### src/rtl/ppi_pkg.sv
// Shared definitions for the 8255 PPI bus master:
// op codes, register addresses and FSM states.
package ppi_pkg;

  localparam logic [1:0] OP_WR  = 2'b00;
  localparam logic [1:0] OP_RD  = 2'b01;
  localparam logic [1:0] OP_BSR = 2'b10;
  localparam logic [1:0] OP_ILL = 2'b11;

  localparam logic [1:0] PA   = 2'b00;
  localparam logic [1:0] PB   = 2'b01;
  localparam logic [1:0] PC   = 2'b10;
  localparam logic [1:0] CTRL = 2'b11;

  typedef enum logic [2:0] {
    IDLE,
    INIT,
    SETUP,
    STROBE,
    HOLD,
    DONE
  } state_t;

  // Port-C bit set/reset control word
  function automatic logic [7:0] bsr_word(input logic [7:0] w);
    return {4'b0000, w[2:0], w[3]};
  endfunction

endpackage

### src/rtl/ppi_bus_master.sv
// Bus master driving an 8255 PPI: timed CS_n/RD_n/WR_n cycles,
// port-C bit set/reset and an optional power-up control word.
module ppi_bus_master
  import ppi_pkg::*;
#(
  parameter int         SETUP_CYC  = 1,
  parameter int         STROBE_CYC = 2,
  parameter int         HOLD_CYC   = 1,
  parameter bit         INIT_EN    = 1'b1,
  parameter logic [7:0] INIT_CW    = 8'h9B
) (
  input  logic       clk,
  input  logic       RESET_n,
  input  logic       req,
  input  logic [1:0] op,
  input  logic [1:0] addr,
  input  logic [7:0] wdata,
  output logic       busy,
  output logic       done,
  output logic       err,
  output logic [7:0] rdata,
  output logic       CS_n,
  output logic       RD_n,
  output logic       WR_n,
  output logic [1:0] A,
  output logic [7:0] DOut,
  input  logic [7:0] DIn
);

  localparam logic [3:0] SETUP_LD  = 4'(SETUP_CYC - 1);
  localparam logic [3:0] STROBE_LD = 4'(STROBE_CYC - 1);
  localparam logic [3:0] HOLD_LD   = 4'(HOLD_CYC - 1);

  state_t     state_q, state_d;
  logic [3:0] cnt_q, cnt_d;
  logic       pend_q, pend_d;
  logic       boot_q, boot_d;
  logic       acc_rd_q, acc_rd_d;
  logic [1:0] acc_a_q, acc_a_d;
  logic [7:0] acc_d_q, acc_d_d;

  logic       busy_q, busy_d;
  logic       done_q, done_d;
  logic       err_q, err_d;
  logic [7:0] rdata_q, rdata_d;
  logic       cs_n_q, cs_n_d;
  logic       rd_n_q, rd_n_d;
  logic       wr_n_q, wr_n_d;
  logic [1:0] a_q, a_d;
  logic [7:0] dout_q, dout_d;

  logic       active;
  logic       strobe;

  always_comb begin
    state_d  = state_q;
    cnt_d    = cnt_q;
    pend_d   = pend_q;
    boot_d   = boot_q;
    acc_rd_d = acc_rd_q;
    acc_a_d  = acc_a_q;
    acc_d_d  = acc_d_q;
    rdata_d  = rdata_q;
    err_d    = 1'b0;

    unique case (state_q)
      IDLE, DONE: begin
        state_d = IDLE;
        // first cycle after reset: optional init write
        if (pend_q) begin
          pend_d = 1'b0;
          if (INIT_EN) begin
            state_d  = INIT;
            cnt_d    = SETUP_LD;
            boot_d   = 1'b1;
            acc_rd_d = 1'b0;
            acc_a_d  = CTRL;
            acc_d_d  = INIT_CW;
          end
        end else if (req) begin
          if (op == OP_ILL ||
              (op == OP_RD && addr == CTRL)) begin
            state_d = DONE;
            err_d   = 1'b1;
          end else begin
            state_d  = SETUP;
            cnt_d    = SETUP_LD;
            boot_d   = 1'b0;
            acc_rd_d = (op == OP_RD);
            acc_a_d  = (op == OP_BSR) ? CTRL : addr;
            unique case (1'b1)
              op == OP_WR:  acc_d_d = wdata;
              op == OP_BSR: acc_d_d = bsr_word(wdata);
              default:      acc_d_d = 8'h00;
            endcase
          end
        end
      end
      INIT, SETUP: begin
        if (cnt_q == 4'd0) begin
          state_d = STROBE;
          cnt_d   = STROBE_LD;
        end else begin
          cnt_d = cnt_q - 4'd1;
        end
      end
      STROBE: begin
        if (cnt_q == 4'd0) begin
          state_d = HOLD;
          cnt_d   = HOLD_LD;
          if (acc_rd_q) rdata_d = DIn;
        end else begin
          cnt_d = cnt_q - 4'd1;
        end
      end
      HOLD: begin
        if (cnt_q == 4'd0) begin
          state_d = boot_q ? IDLE : DONE;
        end else begin
          cnt_d = cnt_q - 4'd1;
        end
      end
      default: state_d = IDLE;
    endcase

    active = (state_d == INIT) || (state_d == SETUP) ||
             (state_d == STROBE) || (state_d == HOLD);
    strobe = (state_d == STROBE);

    busy_d = active;
    done_d = (state_d == DONE);
    cs_n_d = !active;
    rd_n_d = !(strobe && acc_rd_d);
    wr_n_d = !(strobe && !acc_rd_d);
    a_d    = active ? acc_a_d : 2'b00;
    dout_d = (active && !acc_rd_d) ? acc_d_d : 8'h00;
  end

  always_ff @(posedge clk) begin
    if (!RESET_n) begin
      state_q  <= IDLE;
      cnt_q    <= 4'd0;
      pend_q   <= 1'b1;
      boot_q   <= 1'b0;
      acc_rd_q <= 1'b0;
      acc_a_q  <= 2'b00;
      acc_d_q  <= 8'h00;
      busy_q   <= 1'b1;
      done_q   <= 1'b0;
      err_q    <= 1'b0;
      rdata_q  <= 8'h00;
      cs_n_q   <= 1'b1;
      rd_n_q   <= 1'b1;
      wr_n_q   <= 1'b1;
      a_q      <= 2'b00;
      dout_q   <= 8'h00;
    end else begin
      state_q  <= state_d;
      cnt_q    <= cnt_d;
      pend_q   <= pend_d;
      boot_q   <= boot_d;
      acc_rd_q <= acc_rd_d;
      acc_a_q  <= acc_a_d;
      acc_d_q  <= acc_d_d;
      busy_q   <= busy_d;
      done_q   <= done_d;
      err_q    <= err_d;
      rdata_q  <= rdata_d;
      cs_n_q   <= cs_n_d;
      rd_n_q   <= rd_n_d;
      wr_n_q   <= wr_n_d;
      a_q      <= a_d;
      dout_q   <= dout_d;
    end
  end

  assign busy  = busy_q;
  assign done  = done_q;
  assign err   = err_q;
  assign rdata = rdata_q;
  assign CS_n  = cs_n_q;
  assign RD_n  = rd_n_q;
  assign WR_n  = wr_n_q;
  assign A     = a_q;
  assign DOut  = dout_q;

endmodule
### config.mk
export PLATFORM = sky130hd
export DESIGN_NAME = ppi_bus_master
export DESIGN_NICKNAME = d
export VERILOG_FILES = /design/src/rtl/ppi_pkg.sv /design/src/rtl/ppi_bus_master.sv
export SDC_FILE = /design/constraint.sdc
export NUM_CORES = 1
export LEC_CHECK = 0
export ABC_AREA = 1
export CAP_MARGIN = 20
export CORE_MARGIN = 5
export CORE_UTILIZATION = 52
export DETAILED_ROUTE_END_ITERATION = 10
export PLACE_DENSITY = 0.85
export SLEW_MARGIN = 10
export SYNTH_ARGS = -nofsm -noshare
export SYNTH_HDL_FRONTEND = slang
export SYNTH_SLANG_ARGS = --single-unit
### constraint.sdc
create_clock -name clk -period 3.1 [get_ports clk]
set_input_delay 0.31 -clock clk [delete_from_list [all_inputs] [get_ports clk]]
set_output_delay 0.31 -clock clk [all_outputs]
set_load 0.02 [all_outputs]
==> results of run 1 <==
-- registers in the layout, summed over array words and instances (netlist names) --
register / flops
boot_q: 1
state_q: 3
acc_a_q: 2
acc_rd_q: 1
acc_d_q: 8
cnt_q: 4
CS_n: 1
err: 1
pend_q: 1
DOut: 8
RD_n: 1
A: 2
WR_n: 1
busy: 1
done: 1
rdata: 8
-- per-stage QoR --
step | hold WS, ps | worst slack (ps) | total power, mW | utilization
3_3_place_gp | 430 | 1170 | 1.80 | 0.697
2_1_floorplan | 441 | 1770 | 1.51 | -
4_1_cts | 454 | 1440 | 2.16 | 0.719
6_report | 451 | 1450 | 2.16 | 0.719
5_1_grt | 470 | 1270 | 2.35 | 0.719
3_5_place_dp | 436 | 1150 | 1.82 | 0.697
-- layout make-up --
type                    count  share of cell area
clock inverters             2              0.0143
well taps                  46              0.0234
flip-flops and latches     44               0.358
repair buffers             47               0.190
multi-input cells         186               0.346
inverters                  33              0.0504
clock buffers               6              0.0168
-- power breakdown --
group / internal [mW] / switching, mW / total, mW
clock network: 0.169 / 0.180 / 0.349
registers: 0.715 / 0.0725 / 0.787
logic: 0.371 / 0.655 / 1.03
total: 1.25 / 0.907 / 2.16
-- worst max path at each step --
stage             start          to  slack [ps]  cells after the start
3_5_place_dp      op[1]     DOut[2]        1150                      8
6_report       cnt_q[0]     DOut[7]        1450                      7
2_1_floorplan  cnt_q[0]    cnt_q[1]        1770                      8
4_1_cts        rdata[3]    rdata[3]        1440                      1
5_1_grt        cnt_q[0]     DOut[7]        1270                      7
3_3_place_gp      op[1]  acc_a_q[1]        1170                      8
-- worst max-delay path, stage by stage (launching register included) --
cell	delay (ps)
dfxtp_1	370
inv_1	80
ha_1	200
nand2_2	140
o21ai_1	110
a21oi_2	280
nand3_2	240
nor2_1	160
-- cells by family after synthesis --
logic type	share of synthesized area
AO/OA/AOI/OAI	0.0949
XOR/XNOR	0.00468
adder cells (fa/ha/maj)	0.0134
buffers and inverters	0.0749
flip-flops	0.471
AND/OR/NAND/NOR	0.342
-- per-layer routing --
| metal | routed length [um] | share of wire | track usage |
|---|---|---|---|
| met1 | 1970 | 0.45 | 0.231 |
| met2 | 2050 | 0.47 | 0.300 |
| met3 | 221 | 0.051 | 0.0402 |
| met4 | 125 | 0.029 | 0.102 |
| met5 | 0 | 0 | 0 |
-- synthesized netlist by cell type (all sizes together) --
cell / count / share of area
nor3: 2 / 0.0053
inv: 32 / 0.064
xor2: 1 / 0.0047
ha: 2 / 0.013
o21ai: 19 / 0.051
nand3b: 1 / 0.0040
nand3: 25 / 0.075
nor2: 50 / 0.11
buf: 2 / 0.0047
clkbuf: 2 / 0.0040
nand2: 70 / 0.15
clkinv: 1 / 0.0020
a22o: 1 / 0.0047
dfxtp: 44 / 0.47
a21oi: 14 / 0.039
nand4: 1 / 0.0033
==> impl_metrics.json, run 1 <==
{
  "cts_setup_buffers": 0,
  "dpl-instance-area_um2": 2380,
  "avgSynthCellArea_um2": 7.01,
  "clock_latency_ps": 350,
  "min_delay_worst_endpoint": "rdata[6]",
  "drv_cap": 0,
  "antenna_found_initial": 0,
  "final_cell_area_um2": 2460,
  "cts_hold_buf": 0,
  "io_buffers": 46,
  "areaGrowthSynthToFinish_pct": 31.3,
  "grt_setup_unrepaired": "false",
  "cp_data_arrival_time_ps": 1930,
  "cp-end-kind": "flop",
  "clockBufferDepth": 2,
  "dr.pass1.iters": 4,
  "fin_crit_sh": 0.531,
  "clkSlewWorstSetupHoldPaths_ps": 120,
  "grt_pass1_vias": 1652,
  "cts_tree": "done",
  "antenna-diode-count": 0,
  "dpl.hpwl_um": 3250,
  "yosys_warnings": 0,
  "status": "complete, no violations",
  "final.min_clock_period_ps": 1650,
  "tightest_slew_ps": 493,
  "hold_start": "rdata[6]",
  "reg2regPathDepth": 7,
  "drt_wl_total_um": 4370,
  "initial_core_util": 0.548,
  "via_count": 1805,
  "cts_root_buf": "clkbuf_4",
  "clock_sinks": 44,
  "chipHeight_um": 70.0,
  "leakage_nw": 1.10,
  "grt_pass1_wl_um": 7400,
  "ys_seq_elements": 44,
  "synthesis.nets": 292,
  "setup_viol": 0,
  "coreArea_um2": 3420,
  "fmax_mhz": 608,
  "r2r-end": "DOut[7]",
  "yosysSeqAreaShare": 0.471,
  "hold_viol": 0,
  "max-slew-margin-rel": 0.669,
  "grt-ovfl-total": 0,
  "drtIter0Drc": 145,
  "skew_ps": 7.62,
  "regArea_um2": 881,
  "rows": 21,
  "grt_usage": 0.186,
  "powerDensity_nw_per_um2": 880,
  "worstPathMaxFanout": 9,
  "multi_input_comb_area_um2": 851,
  "cp-start-kind": "flop",
  "wl_per_cell_um": 12.0,
  "critical_path_required_ps": 3380,
  "antenna_left": 0,
  "n_fill_cell": 271,
  "gp_congestion": 0.895,
  "drive_above_1_share": 0.0597,
  "numCtsBuffers": 5,
  "synth.distinct_cells": 23,
  "dp.cells": 356,
  "slew_violations": 0,
  "htree_levels": 2,
  "crit_type": "flop to flop",
  "rrSetupSlack_ps": 1450,
  "peakVddDrop_mv": 0.507,
  "mostFrequentLayoutCells": "nand2_1 (66), nor2_1 (48), clkdlybuf4s50_1 (46), dfxtp_1 (44), inv_1 (31)",
  "avgViaCountPerCell": 4.96,
  "cts_resized": 0,
  "grt_start_max_net_pins": 18,
  "final_common_cell": "nand2_1",
  "syn_inst": 267,
  "dieArea_um2": 4900,
  "fp.dieW_um": 70.0,
  "worstHoldPathCells": 2,
  "r2r-start": "cnt_q[0]",
  "fin_nets": 342,
  "fin_setup_tns_ps": 0,
  "syn_area_um2": 1870,
  "drc": 0,
  "ios": 47,
  "hp-class": "flop to flop",
  "fin_cells": 364
}
No activity file was read; power rests on OpenSTA's default activity.
==> run 2, diff against run 1 <==
--- a/config.mk
+++ b/config.mk
@@ -8,9 +8,9 @@
 export ABC_AREA = 1
 export CAP_MARGIN = 20
 export CORE_MARGIN = 5
-export CORE_UTILIZATION = 52
+export CORE_UTILIZATION = 43
 export DETAILED_ROUTE_END_ITERATION = 10
-export PLACE_DENSITY = 0.85
+export PLACE_DENSITY = 0.75
 export SLEW_MARGIN = 10
 export SYNTH_ARGS = -nofsm -noshare
 export SYNTH_HDL_FRONTEND = slang
==> constraint.sdc (replaced) <==
create_clock -name clk -period 1.5 [get_ports clk]
set_input_delay 0.15 -clock clk [delete_from_list [all_inputs] [get_ports clk]]
set_output_delay 0.15 -clock clk [all_outputs]
set_load 0.02 [all_outputs]
==> impl_metrics.json, run 2 (same netlist as run 1, synthesis figures left out) <==
{
  "drtIter0Drc": 169,
  "hp-class": "flop to flop",
  "drt_wl_total_um": 4830,
  "cp-start-kind": "flop",
  "antenna-diode-count": 0,
  "max-slew-margin-rel": 0.823,
  "cts_hold_buf": 0,
  "skew_ps": 13.4,
  "clock_latency_ps": 300,
  "drc": 0,
  "drv_cap": 0,
  "cts_root_buf": "clkbuf_8",
  "ios": 47,
  "leakage_nw": 1.23,
  "fin_nets": 363,
  "grt_pass1_vias": 1769,
  "coreArea_um2": 4290,
  "fmax_mhz": 689,
  "dpl.hpwl_um": 3630,
  "clkSlewWorstSetupHoldPaths_ps": 90,
  "fp.dieW_um": 76.0,
  "clockBufferDepth": 2,
  "grt_pass1_wl_um": 7780,
  "initial_core_util": 0.436,
  "via_count": 1872,
  "final.min_clock_period_ps": 1450,
  "chipHeight_um": 76.0,
  "final_cell_area_um2": 2740,
  "worstPathMaxFanout": 8,
  "fin_cells": 391,
  "crit_type": "flop to flop",
  "cp_data_arrival_time_ps": 1650,
  "final_common_cell": "nand2_1",
  "dieArea_um2": 5770,
  "clock_sinks": 44,
  "areaGrowthSynthToFinish_pct": 46.3,
  "slew_violations": 0,
  "peakVddDrop_mv": 1.07,
  "tightest_slew_ps": 264,
  "fin_crit_sh": 0.968,
  "io_buffers": 46,
  "total_power_mw": 5.25,
  "setup_viol": 0,
  "cp-end-kind": "flop",
  "dp.cells": 379,
  "worstHoldPathCells": 2,
  "antenna_found_initial": 0,
  "grt_start_max_net_pins": 17,
  "critical_path_required_ps": 1700,
  "dr.pass1.iters": 5,
  "powerDensity_nw_per_um2": 1920,
  "rows": 24,
  "grt_usage": 0.162,
  "dpl-instance-area_um2": 2520,
  "gp_congestion": 0.852,
  "reg2regPathDepth": 9,
  "antenna_left": 0,
  "grt-ovfl-total": 0,
  "numCtsBuffers": 5,
  "avgViaCountPerCell": 4.79,
  "hold_viol": 0,
  "cts_tree": "done",
  "drive_above_1_share": 0.183,
  "status": "complete, no violations",
  "wl_per_cell_um": 12.3,
  "htree_levels": 2,
  "mostFrequentLayoutCells": "nand2_1 (64), clkdlybuf4s50_1 (46), nor2_1 (41), dfxtp_1 (39), inv_1 (28)",
  "n_fill_cell": 382
}
[run 2: path summary, 6_finish.rpt]
path | start | endpoint | slack (ps)
worst max-delay path | cnt_q[1] | cnt_q[3] | 50
worst min-delay path | rdata[3] | rdata[3] | 450
worst max register to register | cnt_q[1] | cnt_q[3] | 50
worst min register to register | rdata[3] | rdata[3] | 450
[run 2: power breakdown]
part | leakage (nW) | switching (mW) | internal (mW)
Clock | 0.0548 | 0.410 | 0.501
Sequential | 0.363 | 0.177 | 1.50
Combinational | 0.815 | 1.57 | 1.09
[run 2: critical path, stage by stage, from the launching register on]
cell and delay (ps):
dfxtp_2 350, inv_2 40, ha_2 190, nand2_4 100
o21ai_2 90, a21oi_2 200, buf_4 180, nand2_1 60
nand2_1 90, nor2_2 50
[run 2: through the flow]
stage	utilization	setup WS [ps]	hold slack, ps	setup TNS [ps]
finish	0.638	48.7	446	0
global route	0.638	-18.8	454	-58.5
CTS	0.616	-9.41	448	-15.6
detailed placement	0.586	-75.2	436	-1130
global placement	0.586	-61.9	429	-736
floorplan	-	175	340	0
[run 2: layout make-up]
type | count | area [um2] | area share
well taps | 52 | 65.1 | 0.0238
multi-input cells | 186 | 917 | 0.335
inverters | 33 | 124 | 0.0452
repair buffers | 68 | 626 | 0.228
flip-flops and latches | 44 | 892 | 0.326
clock inverters | 3 | 46.3 | 0.0169
clock buffers | 5 | 68.8 | 0.0251
[run 2: routing by layer]
metal,up-vias,part of all wire,global-route usage
met4,0,0.021,0.0641
met3,9,0.035,0.0343
met1,840,0.43,0.190
li1,980,-,-
met2,43,0.51,0.283
met5,-,0,0
[run 2: repair_timing]
| action | 4_1_cts | 5_1_grt |
|---|---|---|
| setup endpoints to repair | 15 | 37 |
| pin swaps | 2 | 7 |
| resized for setup | 3 | 29 |
| hold endpoints to repair | 0 | 0 |
| setup buffers | 1 | 3 |
==> run 3, diff against run 2 <==
--- a/config.mk
+++ b/config.mk
@@ -9,6 +9,7 @@
 export CAP_MARGIN = 20
 export CORE_MARGIN = 5
 export CORE_UTILIZATION = 43
+export CTS_CLUSTER_DIAMETER = 60
 export DETAILED_ROUTE_END_ITERATION = 10
 export PLACE_DENSITY = 0.75
 export SLEW_MARGIN = 10
==> results of run 3 <==
No change in the layout: final DEF, timing and power equal those of run 2.
